### config.mk
export PLATFORM = sky130hd
export DESIGN_NAME = vga_fb_reader_flat
export DESIGN_NICKNAME = d
export VERILOG_FILES = /design/src/rtl/vga_fb_reader_if.sv /design/src/rtl/vga_fb_reader.sv /design/src/flat_wrapper.sv
export SDC_FILE = /design/constraint.sdc
export NUM_CORES = 1
export LEC_CHECK = 0
export CAP_MARGIN = 10
export CORE_UTILIZATION = 47
export CTS_CLUSTER_SIZE = 20
export DETAILED_ROUTE_END_ITERATION = 6
export PLACE_DENSITY = 0.78
export SLEW_MARGIN = 20
export SYNTH_ARGS = -nofsm -noshare
export SYNTH_HDL_FRONTEND = slang
export SYNTH_SLANG_ARGS = --single-unit
### constraint.sdc
create_clock -name i_clk25m -period 2.54 [get_ports i_clk25m]
set_input_delay 0.508 -clock i_clk25m [delete_from_list [all_inputs] [get_ports i_clk25m]]
set_output_delay 0.508 -clock i_clk25m [all_outputs]
set_load 0.005 [all_outputs]
### src/rtl/vga_fb_reader_if.sv
// vga_fb_reader_if: frame-buffer read port plus the bank-swap handshake shared by
// the reader (master) and the frame-buffer/writer side (slave).
interface vga_fb_reader_if #(parameter int ADDR_W = 18);
    logic              fb_rd_en;
    logic [ADDR_W-1:0] fb_rd_addr;
    logic [11:0]       fb_rd_data;
    logic              frame_ready;
    logic              frame_ack;
    logic              wr_bank;
    modport master (output fb_rd_en, fb_rd_addr, frame_ack, wr_bank, input fb_rd_data, frame_ready);
    modport slave  (input fb_rd_en, fb_rd_addr, frame_ack, wr_bank, output fb_rd_data, frame_ready);
endinterface

### src/rtl/vga_fb_reader.sv
// vga_fb_reader: prefetches upscaled pixels from a double-buffered frame buffer so they line up
// with the VGA x/y counters, and swaps banks at the start of vertical blank under ready/ack.
module vga_fb_reader #(
    parameter int          H_TOTAL      = 800,
    parameter int          V_TOTAL      = 525,
    parameter int          V_ACTIVE     = 480,
    parameter int          IMG_W        = 320,
    parameter int          IMG_H        = 240,
    parameter int          SCALE_SHIFT  = 1,
    parameter int          FB_LATENCY   = 1,
    parameter int          ADDR_W       = 18,
    parameter logic [11:0] BORDER_COLOR = 12'h000
) (
    input  logic            i_clk25m,
    input  logic            i_rstn_clk25m,
    input  logic [10:0]     i_VGA_x,
    input  logic [10:0]     i_VGA_y,
    input  logic            i_VGA_video,
    vga_fb_reader_if.master io_fb,
    output logic [11:0]     o_pixel_data
);
    localparam logic [11:0]       LOOK    = 12'(FB_LATENCY + 2);
    localparam logic [11:0]       HT      = 12'(H_TOTAL);
    localparam logic [11:0]       VT      = 12'(V_TOTAL);
    localparam logic [11:0]       W_SC    = 12'(IMG_W << SCALE_SHIFT);
    localparam logic [11:0]       H_SC    = 12'(IMG_H << SCALE_SHIFT);
    localparam logic [ADDR_W-1:0] BANK_SZ = ADDR_W'(IMG_W * IMG_H);

    typedef enum logic {S_IDLE, S_PENDING} state_t;
    state_t r_state, w_state_nxt;

    logic [11:0]           w_xs, w_xf, w_ys, w_yf;
    logic                  w_xwrap, w_inside, w_swap_pt, w_swap, w_unused;
    logic [ADDR_W-1:0]     w_addr, r_addr;
    logic                  r_rd_en, r_bank, r_ack;
    logic [FB_LATENCY-1:0] r_dly;

    assign w_unused = i_VGA_video;

    // Fetch L pixels ahead: address register + RAM latency + output register land on x.
    always_comb begin
        w_xs = {1'b0, i_VGA_x} + LOOK;
        w_xwrap = w_xs >= HT;
        w_xf = w_xwrap ? w_xs - HT : w_xs;
        w_ys = {1'b0, i_VGA_y} + {11'b0, w_xwrap};
        w_yf = (w_ys >= VT) ? 12'd0 : w_ys;
        w_inside = (w_xf < W_SC) && (w_yf < H_SC);
        w_addr = (r_bank ? BANK_SZ : '0) + ADDR_W'(w_yf >> SCALE_SHIFT) * ADDR_W'(IMG_W)
               + ADDR_W'(w_xf >> SCALE_SHIFT);
    end

    // A ready landing exactly on the swap cycle is honoured immediately, not deferred a frame.
    always_comb begin
        w_swap_pt = (i_VGA_x == 11'd0) && (i_VGA_y == 11'(V_ACTIVE));
        w_swap = w_swap_pt && ((r_state == S_PENDING) || io_fb.frame_ready);
        w_state_nxt = w_swap ? S_IDLE : (io_fb.frame_ready ? S_PENDING : r_state);
    end

    always_ff @(posedge i_clk25m or negedge i_rstn_clk25m) begin
        if (!i_rstn_clk25m) begin
            r_state      <= S_IDLE;
            r_bank       <= 1'b0;
            r_ack        <= 1'b0;
            r_rd_en      <= 1'b0;
            r_addr       <= '0;
            r_dly        <= '0;
            o_pixel_data <= '0;
        end else begin
            r_state      <= w_state_nxt;
            r_bank       <= r_bank ^ w_swap;
            r_ack        <= w_swap;
            r_rd_en      <= w_inside;
            if (w_inside) r_addr <= w_addr;
            r_dly        <= (r_dly << 1) | FB_LATENCY'(r_rd_en);
            o_pixel_data <= r_dly[FB_LATENCY-1] ? io_fb.fb_rd_data : BORDER_COLOR;
        end
    end

    assign io_fb.fb_rd_en   = r_rd_en;
    assign io_fb.fb_rd_addr = r_addr;
    assign io_fb.frame_ack  = r_ack;
    assign io_fb.wr_bank    = ~r_bank;
endmodule
### src/flat_wrapper.sv
// flat-port wrapper written by rule: the top's interface ports become plain ports
module vga_fb_reader_flat 
#(
    parameter int          H_TOTAL      = 800,
    parameter int          V_TOTAL      = 525,
    parameter int          V_ACTIVE     = 480,
    parameter int          IMG_W        = 320,
    parameter int          IMG_H        = 240,
    parameter int          SCALE_SHIFT  = 1,
    parameter int          FB_LATENCY   = 1,
    parameter int          ADDR_W       = 18,
    parameter logic [11:0] BORDER_COLOR = 12'h000
)
  (i_clk25m, i_rstn_clk25m, i_VGA_x, i_VGA_y, i_VGA_video, o_pixel_data, io_fb_fb_rd_en, io_fb_fb_rd_addr, io_fb_frame_ack, io_fb_wr_bank, io_fb_fb_rd_data, io_fb_frame_ready);
  vga_fb_reader_if #(.ADDR_W(ADDR_W)) io_fb_i ();
  input  logic i_clk25m;
  input  logic i_rstn_clk25m;
  input  logic [10:0] i_VGA_x;
  input  logic [10:0] i_VGA_y;
  input  logic i_VGA_video;
  output logic [11:0] o_pixel_data;
  output wire logic [$bits(io_fb_i.fb_rd_en)-1:0] io_fb_fb_rd_en;
  output wire logic [$bits(io_fb_i.fb_rd_addr)-1:0] io_fb_fb_rd_addr;
  output wire logic [$bits(io_fb_i.frame_ack)-1:0] io_fb_frame_ack;
  output wire logic [$bits(io_fb_i.wr_bank)-1:0] io_fb_wr_bank;
  input wire logic [$bits(io_fb_i.fb_rd_data)-1:0] io_fb_fb_rd_data;
  input wire logic [$bits(io_fb_i.frame_ready)-1:0] io_fb_frame_ready;
  assign io_fb_fb_rd_en = io_fb_i.fb_rd_en;
  assign io_fb_fb_rd_addr = io_fb_i.fb_rd_addr;
  assign io_fb_frame_ack = io_fb_i.frame_ack;
  assign io_fb_wr_bank = io_fb_i.wr_bank;
  assign io_fb_i.fb_rd_data = io_fb_fb_rd_data;
  assign io_fb_i.frame_ready = io_fb_frame_ready;
  vga_fb_reader #(.H_TOTAL(H_TOTAL), .V_TOTAL(V_TOTAL), .V_ACTIVE(V_ACTIVE), .IMG_W(IMG_W), .IMG_H(IMG_H), .SCALE_SHIFT(SCALE_SHIFT), .FB_LATENCY(FB_LATENCY), .ADDR_W(ADDR_W), .BORDER_COLOR(BORDER_COLOR)) u_core (.i_clk25m(i_clk25m), .i_rstn_clk25m(i_rstn_clk25m), .i_VGA_x(i_VGA_x), .i_VGA_y(i_VGA_y), .i_VGA_video(i_VGA_video), .io_fb(io_fb_i), .o_pixel_data(o_pixel_data));
endmodule
==> results of run 1 <==
[layer usage]
metal | wire, µm | part of all wire (%) | up-vias | track usage, %
li1 | - | - | 1585 | -
met1 | 4980 | 36 | 1782 | 34.1
met2 | 7100 | 51 | 210 | 63.3
met3 | 785 | 5.7 | 85 | 3.24
met4 | 1030 | 7.4 | 0 | 15.5
met5 | 0 | 0 | - | 0
[worst max path at each step]
stage	endpoint	slack [ns]	cells after the start
2_1_floorplan	u_core.io_fb.fb_rd_addr[14]$_DFFE_PN0P_	-3.47	31
3_3_place_gp	u_core.io_fb.fb_rd_addr[14]$_DFFE_PN0P_	-3.73	31
3_5_place_dp	u_core.io_fb.fb_rd_addr[17]$_DFFE_PN0P_	-3.99	32
4_1_cts	u_core.io_fb.fb_rd_addr[16]$_DFFE_PN0P_	-3.21	31
5_1_grt	u_core.io_fb.fb_rd_addr[14]$_DFFE_PN0P_	-3.69	28
6_report	u_core.io_fb.fb_rd_addr[14]$_DFFE_PN0P_	-3.51	29
[sequential cells by signal, indices dropped and copies added, names as in the netlist]
| signal | cells |
|---|---|
| u_core.io_fb.fb_rd_addr | 18 |
| u_core.o_pixel_data | 12 |
| u_core.io_fb.fb_rd_en | 1 |
| u_core.io_fb.frame_ack | 1 |
| u_core.r_bank | 1 |
| u_core.r_dly | 1 |
| u_core.r_state | 1 |
[through the flow]
stage          power (mW)  hold slack (ns)  area, µm²  utilization (%)
2_1_floorplan        1.47            0.212       3360                -
3_3_place_gp         2.13            0.358       4930             76.7
3_5_place_dp         2.19            0.387       4930             76.7
4_1_cts              2.91            0.413       5380             83.8
5_1_grt              3.34            0.422       5790             90.2
6_report             3.23            0.407       5790             90.2
[where the power goes]
| group | switching [mW] | internal, mW |
|---|---|---|
| registers | 0.106 | 0.707 |
| logic | 0.749 | 1.11 |
| clock network | 0.260 | 0.298 |
| total | 1.12 | 2.11 |
[layout by cell type, fill, tap and decap left out, drive strengths merged, types with 3 or more instances in the layout]
cell type / synthesis / final
nand2b: 5 / 5
clkdlybuf4s50: 0 / 59
nand2: 20 / 20
dlygate4sd2: 0 / 5
a211oi: 3 / 3
nor2b: 5 / 5
and2: 16 / 16
nand3: 9 / 9
o21ai: 10 / 10
a21oi: 12 / 12
o211ai: 3 / 3
inv: 16 / 17
nand3b: 3 / 3
nor4: 4 / 4
and3: 3 / 3
and4: 3 / 3
nor3: 7 / 7
xnor2: 29 / 29
nor2: 25 / 25
fa: 3 / 3
xor2: 12 / 12
clkbuf: 9 / 8
mux2i: 5 / 5
nand4: 5 / 5
mux2: 17 / 17
ha: 31 / 31
buf: 5 / 141
o21a: 6 / 6
dfrtp: 35 / 35
a21o: 3 / 3
o31ai: 3 / 3
and3b: 4 / 4
[cells by family after synthesis]
| logic type | after synthesis |
|---|---|
| adders and majority gates | 34 |
| other | 1 |
| xor gates and xnor gates | 41 |
| AOI/OAI and AO/OA | 57 |
| muxes | 22 |
| DFF | 35 |
| buffers and inverters | 30 |
| and+or+nand+nor | 114 |
[timing repair]
action,in CTS,in global routing
resized for setup,61,77
buffers inserted,16,11
pin swaps,34,56
endpoints found under the setup margin,19,19
hold endpoints to repair,0,0
cloned,1,0
[worst max-delay path, delay by kind of cell]
family / cells / cell delay (ns)
AO/OA/AOI/OAI: 11 / 2.04
adder cells (fa/ha/maj): 6 / 1.83
AND/OR/NAND/NOR: 5 / 0.77
buffers and inverters: 5 / 0.74
multiplexers: 1 / 0.27
XOR/XNOR: 1 / 0.09
[layout make-up]
type | instances | area share, %
clock buffers | 5 | 1.19
clock inverters | 3 | 0.821
inverters | 16 | 1.38
multi-input cells | 270 | 47.6
flip-flops and latches | 35 | 15.1
well taps | 77 | 1.66
repair buffers | 208 | 32.3
==> impl_metrics.csv, run 1 <==
group,metric,value,unit
run_status,outcome,"complete, but fails checks",
run_status,violations,"DRC, setup timing",
critical_path,startpoint,"i_VGA_x[6]",
routing,routed_via_density,5.96,
global_routing,grt_usage,32.2,%
logic_synthesis,synthSimpleGateAreaFrac,20.2,%
routing,drc,8,
sta,min_period_over_period,238,%
cts,root_buffer,"clkbuf_8",
global_routing,antenna_found_initial,0,
logic_synthesis,synth_flop_cell,"dfrtp_1",
logic_synthesis,synth_common_cells,"dfrtp_1, ha_1, xnor2_1",
layout,final-seq-area,876,µm²
cts,cts_buffer_depth,2,
critical_path,crit_arrival,6.25,ns
routing,firstDrtPassIters,6,
logic_synthesis,synth_edf_count,0,
layout,drive_above_1_share,48.4,%
place,dp_hpwl,6740,µm
place,io_buffers,69,
layout,multiInputGateArea,2750,µm²
min_path,hold_path_class,"reg -> reg",
sta,finClkSkew,0.00419,ns
floorplan,die_w,84.2,µm
floorplan,core_area,6420,µm²
routing,wire_per_inst,22.6,µm
critical_path,critical_path.max_stage_delay,0.51,ns
sta,drv_slew,0,
cts,cts_buffers,5,
logic_synthesis,synthesis.area,3180,µm²
sta,hold_viol,0,
sta,max_freq,165,MHz
global_routing,grt_max_degree,36,
critical_path,worst_ep_required_time,2.74,ns
logic_synthesis,synth.largest_area_cell,"dfrtp_1",
sta,fin_ws,-3.51,ns
logic_synthesis,synthArstFlopShare,100,%
floorplan,rows,29,
sta,finalCriticalPeriod,6.05,ns
global_routing,overflow,0,
critical_path,r2r_setup_slack,-0.09,ns
sta,tightest_slew,0.514,ns
floorplan,pin_count,71,
logic_synthesis,synth_area_leaders,"dfrtp_1, ha_1, xnor2_1",
routing,dr.first_iter.drc_count,182,
floorplan,start_util,49.5,%
cts,numClockSinks,35,
critical_path,start_kind,"input port",
logic_synthesis,muxShareOfSynthArea,8.55,%
sta,rsz0062_at_grt,"yes",
power_and_ir_drop,leakagePower,2.60,nW
logic_synthesis,ys_types,59,
power_and_ir_drop,powerDensity,557,nW/µm²
min_path,worstHoldStart,"u_core.io_fb.fb_rd_en$_DFF_PN0_",
layout,area_delta_synth_final,82.3,%
cts,h-tree-depth,2,
place,gp_congestion,0.916,
critical_path,reg2reg_from,"u_core.r_bank$_DFF_PN0_",
critical_path,cp_max_fo,5,
layout,final_nets,608,
sta,final-setup-viol-count,19,
layout,final_cell_count_no_fill,614,
run,cap_viol_max_count,0,
min_path,hold_depth,0,
logic_synthesis,yosys_warnings,0,
logic_synthesis,post-synth-top-count-cell,"dfrtp_1",
critical_path,r2r_cells,10,
routing,drtAntennaViolNets,0,
place,pre_cts_ws,-3.99,ns
routing,num_vias,3662,
logic_synthesis,synth-xor-area-share,11.3,%
global_routing,grt_pass1_vias,3624,
critical_path,r2r_end,"u_core.io_fb.fb_rd_addr[14]$_DFFE_PN0P_",
floorplan,design.die.area,7090,µm²
cts,clk_latency,0.31,ns
power_and_ir_drop,irDropWorstVdd,367,µV
critical_path,crit_top_cell,"ha_4",
sta,slew-limit-headroom,65.3,%
critical_path,end_kind,"register",
logic_synthesis,synth_seq_cells,35,
logic_synthesis,synth_top_area_share,27.6,%
sta,setup_tns,-45.39,ns
logic_synthesis,synth_compound_area_share,14.3,%
logic_synthesis,syn_inst,334,
global_routing,grt_pass1_wl,17600,µm
layout,antenna_cells,0,
critical_path,cp_slowest_cell,"fa_1",
critical_path,path_class,"in -> reg",
logic_synthesis,synth_top_family_by_area,"simple AND/OR/NAND/NOR gates",
place,dpl.cell_count,582,
min_path,worstHoldEndpoint,"u_core.r_dly$_DFF_PN0_",
layout,fill_cells,265,
floorplan,die_h,84.2,µm
logic_synthesis,seq_area_frac_synth,27.6,%
routing,wirelength,13900,µm
logic_synthesis,synth.avg_cell_area,9.51,µm²
cts,clk_pin_slew,0.09,ns
logic_synthesis,yosys.area_share.adder,14.1,%
cts,holdBufCountCts,0,
cts,cts_tree,"yes",
Power figures use the tool's default switching activity.
==> run 2, diff against run 1 <==
--- a/config.mk
+++ b/config.mk
@@ -9,7 +9,9 @@
 export CORE_UTILIZATION = 47
 export CTS_CLUSTER_SIZE = 20
 export DETAILED_ROUTE_END_ITERATION = 6
+export GPL_ROUTABILITY_DRIVEN = 0
 export PLACE_DENSITY = 0.78
+export SKIP_LAST_GASP = 1
 export SLEW_MARGIN = 20
 export SYNTH_ARGS = -nofsm -noshare
 export SYNTH_HDL_FRONTEND = slang
==> run 2 against run 1 <==
Effect of this change: the run still ends with DRC, setup timing left; non-clock buffer count down 6; die area is the same; wire length shrank 13%; core utilization is 3.2 points lower; cell count decreased by 0.98%; sequential cell count unchanged; sequential share of layout area rose by 0.55 points; clock skew up 0.0024 ns; critical path depth increased by 1; global-route usage up 0.60 points.
==> impl_metrics.csv, run 2 (synthesis gave the netlist of run 1 again) <==
group,metric,value,unit
sta,rsz0062_at_grt,"yes",
routing,routed_via_density,5.74,
sta,min_period_over_period,232,%
sta,tightest_slew,0.669,ns
global_routing,grt_max_degree,36,
floorplan,die_w,84.2,µm
layout,layout_common_cells,"buf_4, clkdlybuf4s50_1, dfrtp_1, xnor2_1",
run,cap_viol_max_count,0,
floorplan,pin_count,71,
global_routing,busiest_layer,"met2",
min_path,hold_path_class,"reg -> reg",
floorplan,start_util,49.5,%
layout,antenna_cells,0,
critical_path,cp_max_fo,4,
sta,drv_slew,0,
floorplan,core_area,6420,µm²
power_and_ir_drop,leakagePower,2.54,nW
critical_path,r2r_setup_slack,0.01,ns
run_status,outcome,"complete, but fails checks",
routing,drc,8,
critical_path,cp_slowest_cell,"fa_1",
sta,slew-limit-headroom,55.1,%
global_routing,use_met2,59.4,%
layout,layout_commonest_cell,"buf_4",
layout,area_delta_synth_final,75.9,%
sta,max_freq,170,MHz
floorplan,design.die.area,7090,µm²
critical_path,end_kind,"register",
power_and_ir_drop,irDropWorstVdd,331,µV
global_routing,grt_usage,32.8,%
cts,cts_buffers,5,
sta,whs,0.386,ns
global_routing,overflow,0,
routing,num_vias,3489,
sta,hold_viol,0,
global_routing,grt_pass1_vias,3745,
place,pre_cts_ws,-3.91,ns
place,io_buffers,69,
critical_path,reg2reg_from,"u_core.r_bank$_DFF_PN0_",
min_path,worstHoldStart,"u_core.io_fb.fb_rd_en$_DFF_PN0_",
routing,wirelength,12000,µm
critical_path,crit_top_cell,"ha_4",
cts,cts_tree,"yes",
cts,cts_buffer_depth,2,
critical_path,start_kind,"input port",
floorplan,die_h,84.2,µm
sta,finalCriticalPeriod,5.88,ns
critical_path,worst_ep_required_time,2.73,ns
power_and_ir_drop,powerDensity,543,nW/µm²
routing,wire_per_inst,19.8,µm
power_and_ir_drop,power,3.04,mW
layout,largest_reg_flops,18,
place,dpl.cell_count,580,
global_routing,grt_pass1_wl,18100,µm
global_routing,antenna_found_initial,0,
layout,final_cell_count_no_fill,608,
critical_path,path_class,"in -> reg",
cts,holdBufCountCts,0,
floorplan,rows,29,
routing,drtAntennaViolNets,0,
cts,clk_latency,0.30,ns
layout,drive_above_1_share,47.3,%
sta,final-setup-viol-count,19,
sta,finClkSkew,0.00656,ns
critical_path,critical_path.max_stage_delay,0.53,ns
critical_path,r2r_cells,10,
global_routing,grtUsageMet3,4.72,%
layout,fill_cells,309,
cts,numClockSinks,35,
critical_path,crit_arrival,6.08,ns
min_path,worstHoldEndpoint,"u_core.r_dly$_DFF_PN0_",
place,dp_hpwl,6620,µm
critical_path,r2r_end,"u_core.io_fb.fb_rd_addr[14]$_DFFE_PN0P_",
cts,clk_pin_slew,0.08,ns
run_status,violations,"DRC, setup timing",
sta,fin_ws,-3.34,ns
layout,final_nets,602,
cts,h-tree-depth,2,
routing,firstDrtPassIters,7,
min_path,hold_depth,0,
cts,root_buffer,"clkbuf_8",
routing,dr.first_iter.drc_count,232,
global_routing,grt_util_met1,36.1,%
-- run 2: changes by cell type in the layout (fill, tap and decap cells not counted), sizes merged --
cell,before,now
buf,141,135
clkbuf,8,10
dlygate4sd2,5,3
-- run 2: worst max-delay path: cells and delay by family --
kind	cells	cell delay (ns)
XOR/XNOR	1	0.10
AND/OR/NAND/NOR	5	0.74
multiplexers	2	0.52
AO/OA/AOI/OAI	9	1.77
buffers and inverters	6	0.60
adder cells (fa/ha/maj)	7	1.80
-- run 2: through the flow --
stage | instance area (µm²) | TNS (ns) | util (%)
2_1_floorplan | 3360 | -42.68 | -
3_3_place_gp | 4910 | -53.48 | 76.5
3_5_place_dp | 4910 | -56.82 | 76.5
4_1_cts | 5380 | -41.12 | 83.7
5_1_grt | 5590 | -46.89 | 87.0
6_report | 5590 | -44.59 | 87.0
-- run 2: final cells by class --
type                       count  area, µm²  share of cell area, %
multi-input combinational    270       2660                   47.5
timing repair buffer         202       1770                   31.6
sequential                    35        876                   15.7
tap                           77       96.3                   1.72
inverter                      16       77.6                   1.39
clock buffer                   5       68.8                   1.23
clock inverter                 3       47.5                  0.851
-- run 2: where the power goes --
part,leakage [nW],switching [mW],internal [mW]
clock,0.0587,0.244,0.298
combinational,2.05,0.659,1.03
sequential,0.428,0.0999,0.707
-- run 2: repair_timing --
item                       CTS  global route
setup endpoints to repair   19            20
hold endpoints to repair     0             0
buffers inserted            15             5
gates resized for setup     66            53
gates cloned                 2             0
pin swaps                   32            42
-- run 2: worst max path at each step --
stage                    start                                      end  cells past startpoint
finish              i_VGA_x[1]  u_core.io_fb.fb_rd_addr[14]$_DFFE_PN0P_                     30
global route        i_VGA_x[1]  u_core.io_fb.fb_rd_addr[16]$_DFFE_PN0P_                     32
CTS                 i_VGA_x[1]  u_core.io_fb.fb_rd_addr[16]$_DFFE_PN0P_                     30
detailed placement  i_VGA_x[1]  u_core.io_fb.fb_rd_addr[16]$_DFFE_PN0P_                     32
global placement    i_VGA_x[1]  u_core.io_fb.fb_rd_addr[14]$_DFFE_PN0P_                     31
floorplan           i_VGA_x[1]  u_core.io_fb.fb_rd_addr[14]$_DFFE_PN0P_                     31
-- run 2: routing by layer --
layer  part of all wire (%)  vias to the layer above
met3                    5.7                       56
met1                     36                     1657
met2                     52                      191
li1                       -                     1585
met4                    5.5                        0
met5                      0                        -
==> variant: new RTL, config.mk and constraints of run 1 <==
`ADDR_W` is set to 18 in 3 places; all go to 20.
--- a/src/rtl/vga_fb_reader_if.sv
+++ b/src/rtl/vga_fb_reader_if.sv
@@ -1,6 +1,6 @@
 // vga_fb_reader_if: frame-buffer read port plus the bank-swap handshake shared by
 // the reader (master) and the frame-buffer/writer side (slave).
-interface vga_fb_reader_if #(parameter int ADDR_W = 18);
+interface vga_fb_reader_if #(parameter int ADDR_W = 20);
     logic              fb_rd_en;
     logic [ADDR_W-1:0] fb_rd_addr;
     logic [11:0]       fb_rd_data;
--- a/src/rtl/vga_fb_reader.sv
+++ b/src/rtl/vga_fb_reader.sv
@@ -8,7 +8,7 @@
     parameter int          IMG_H        = 240,
     parameter int          SCALE_SHIFT  = 1,
     parameter int          FB_LATENCY   = 1,
-    parameter int          ADDR_W       = 18,
+    parameter int          ADDR_W       = 20,
     parameter logic [11:0] BORDER_COLOR = 12'h000
 ) (
     input  logic            i_clk25m,
--- a/src/flat_wrapper.sv
+++ b/src/flat_wrapper.sv
@@ -8,7 +8,7 @@
     parameter int          IMG_H        = 240,
     parameter int          SCALE_SHIFT  = 1,
     parameter int          FB_LATENCY   = 1,
-    parameter int          ADDR_W       = 18,
+    parameter int          ADDR_W       = 20,
     parameter logic [11:0] BORDER_COLOR = 12'h000
 )
   (i_clk25m, i_rstn_clk25m, i_VGA_x, i_VGA_y, i_VGA_video, o_pixel_data, io_fb_fb_rd_en, io_fb_fb_rd_addr, io_fb_frame_ack, io_fb_wr_bank, io_fb_fb_rd_data, io_fb_frame_ready);
Interface: changed (resized io_fb_fb_rd_addr); port bits go from 71 to 73. No check against the original RTL was run, so the function may have changed too.
==> variant against run 1 <==
The flow finishes with violations (negative setup slack); core utilization shrank 2.4 points; non-clock buffer count rose by 7; die area increased by 2.3%; clock power down 23%; setup slack worse by 0.70 ns; clock skew grew 0.0037 ns; synthesized area grew 2.3%; sequential cell count rose by 2; global-route usage shrank 3.0 points; total power fell by 22%; routed wire length down 12%; cell area is 1.5% lower; largest cell class unchanged; largest power group unchanged.
==> variant: results (changes against run 1) <==
post-route setup slack=-4.20 ns (was -3.51 ns); R2R Setup Slk=-0.16 ns (was -0.09 ns); sequential area share after synthesis=28.5% (was 27.6%); Arr. time, crit path=6.93 ns (was 6.25 ns); Max stage delay on crit path=0.42 ns (was 0.51 ns); Post-Route WL=12200 microns (was 13900 microns); Final setup viols=21 (was 19); met3 GRT Util=3.60% (was 3.24%); Lkg Pwr=2.65 nW (was 2.60 nW); Port Buffers=71 (was 69); worst hold slack=0.292 ns (was 0.407 ns); Fillers=284 (was 265); largest net degree at the start of global routing=38 (was 36); status=finished, violations left (unchanged); post-CTS setup buffer count=48 (was 16); Worst Setup Slack post-DPL=-4.74 ns (was -3.99 ns); dpl cell area=4880 sq um (was 4930 sq um); 1st-pass router iterations=4 (was 6); GR Util met1=32.3% (was 34.1%); Max-slew headroom=46.4% (was 65.3%); total track usage=29.2% (was 32.2%); Critical R2R Capture=u_core.io_fb.fb_rd_addr[16] (was u_core.io_fb.fb_rd_addr[14]); Placed Cells=581 (was 582); share of cells above drive strength 1=44.5% (was 48.4%); failing checks=negative setup slack (was design-rule violations, negative setup slack); final core occ=87.8% (was 90.2%); Post-DP HPWL=6580 microns (was 6740 microns); Setup TNS=-56.42 ns (was -45.39 ns); start point of the critical path=i_VGA_x[1] (was i_VGA_x[6]); Register-to-Register Path Depth=12 (was 10); worst min path class=primary input to asynchronous set/reset pin (was flop to flop); grt met2 use=55.5% (was 63.3%)
[variant: kinds of logic after synthesis]
family,count (synthesis),synth area share (%)
simple gates,116,18.6
compound gates,66,14.7
fa+ha+maj,38,15.3
flops,37,28.5
xor+xnor,34,9.39
buf+inv,27,3.81
mux,22,9.58
other cells,1,0.115
[variant: where the power goes]
| group | internal [mW] | switching (mW) | total (mW) |
|---|---|---|---|
| sequential | 0.708 | 0.0782 | 0.786 |
| combinational | 0.780 | 0.515 | 1.30 |
| clock | 0.195 | 0.235 | 0.430 |
| total | 1.68 | 0.828 | 2.51 |
[variant: final cells by class]
cell class	instances	area, sq um	share of cell area (%)
sequential	37	926	16.2
timing repair buffer	215	1910	33.4
inverter	16	65.1	1.14
clock inverter	3	21.3	0.373
clock buffer	5	68.8	1.21
multi-input combinational	279	2620	45.9
tap	77	96.3	1.69
[variant: metal layers]
metal / wire length, microns / up-vias
li1: - / 1644
met1: 4410 / 1757
met2: 6440 / 190
met3: 666 / 63
met4: 654 / 0
met5: 0 / -
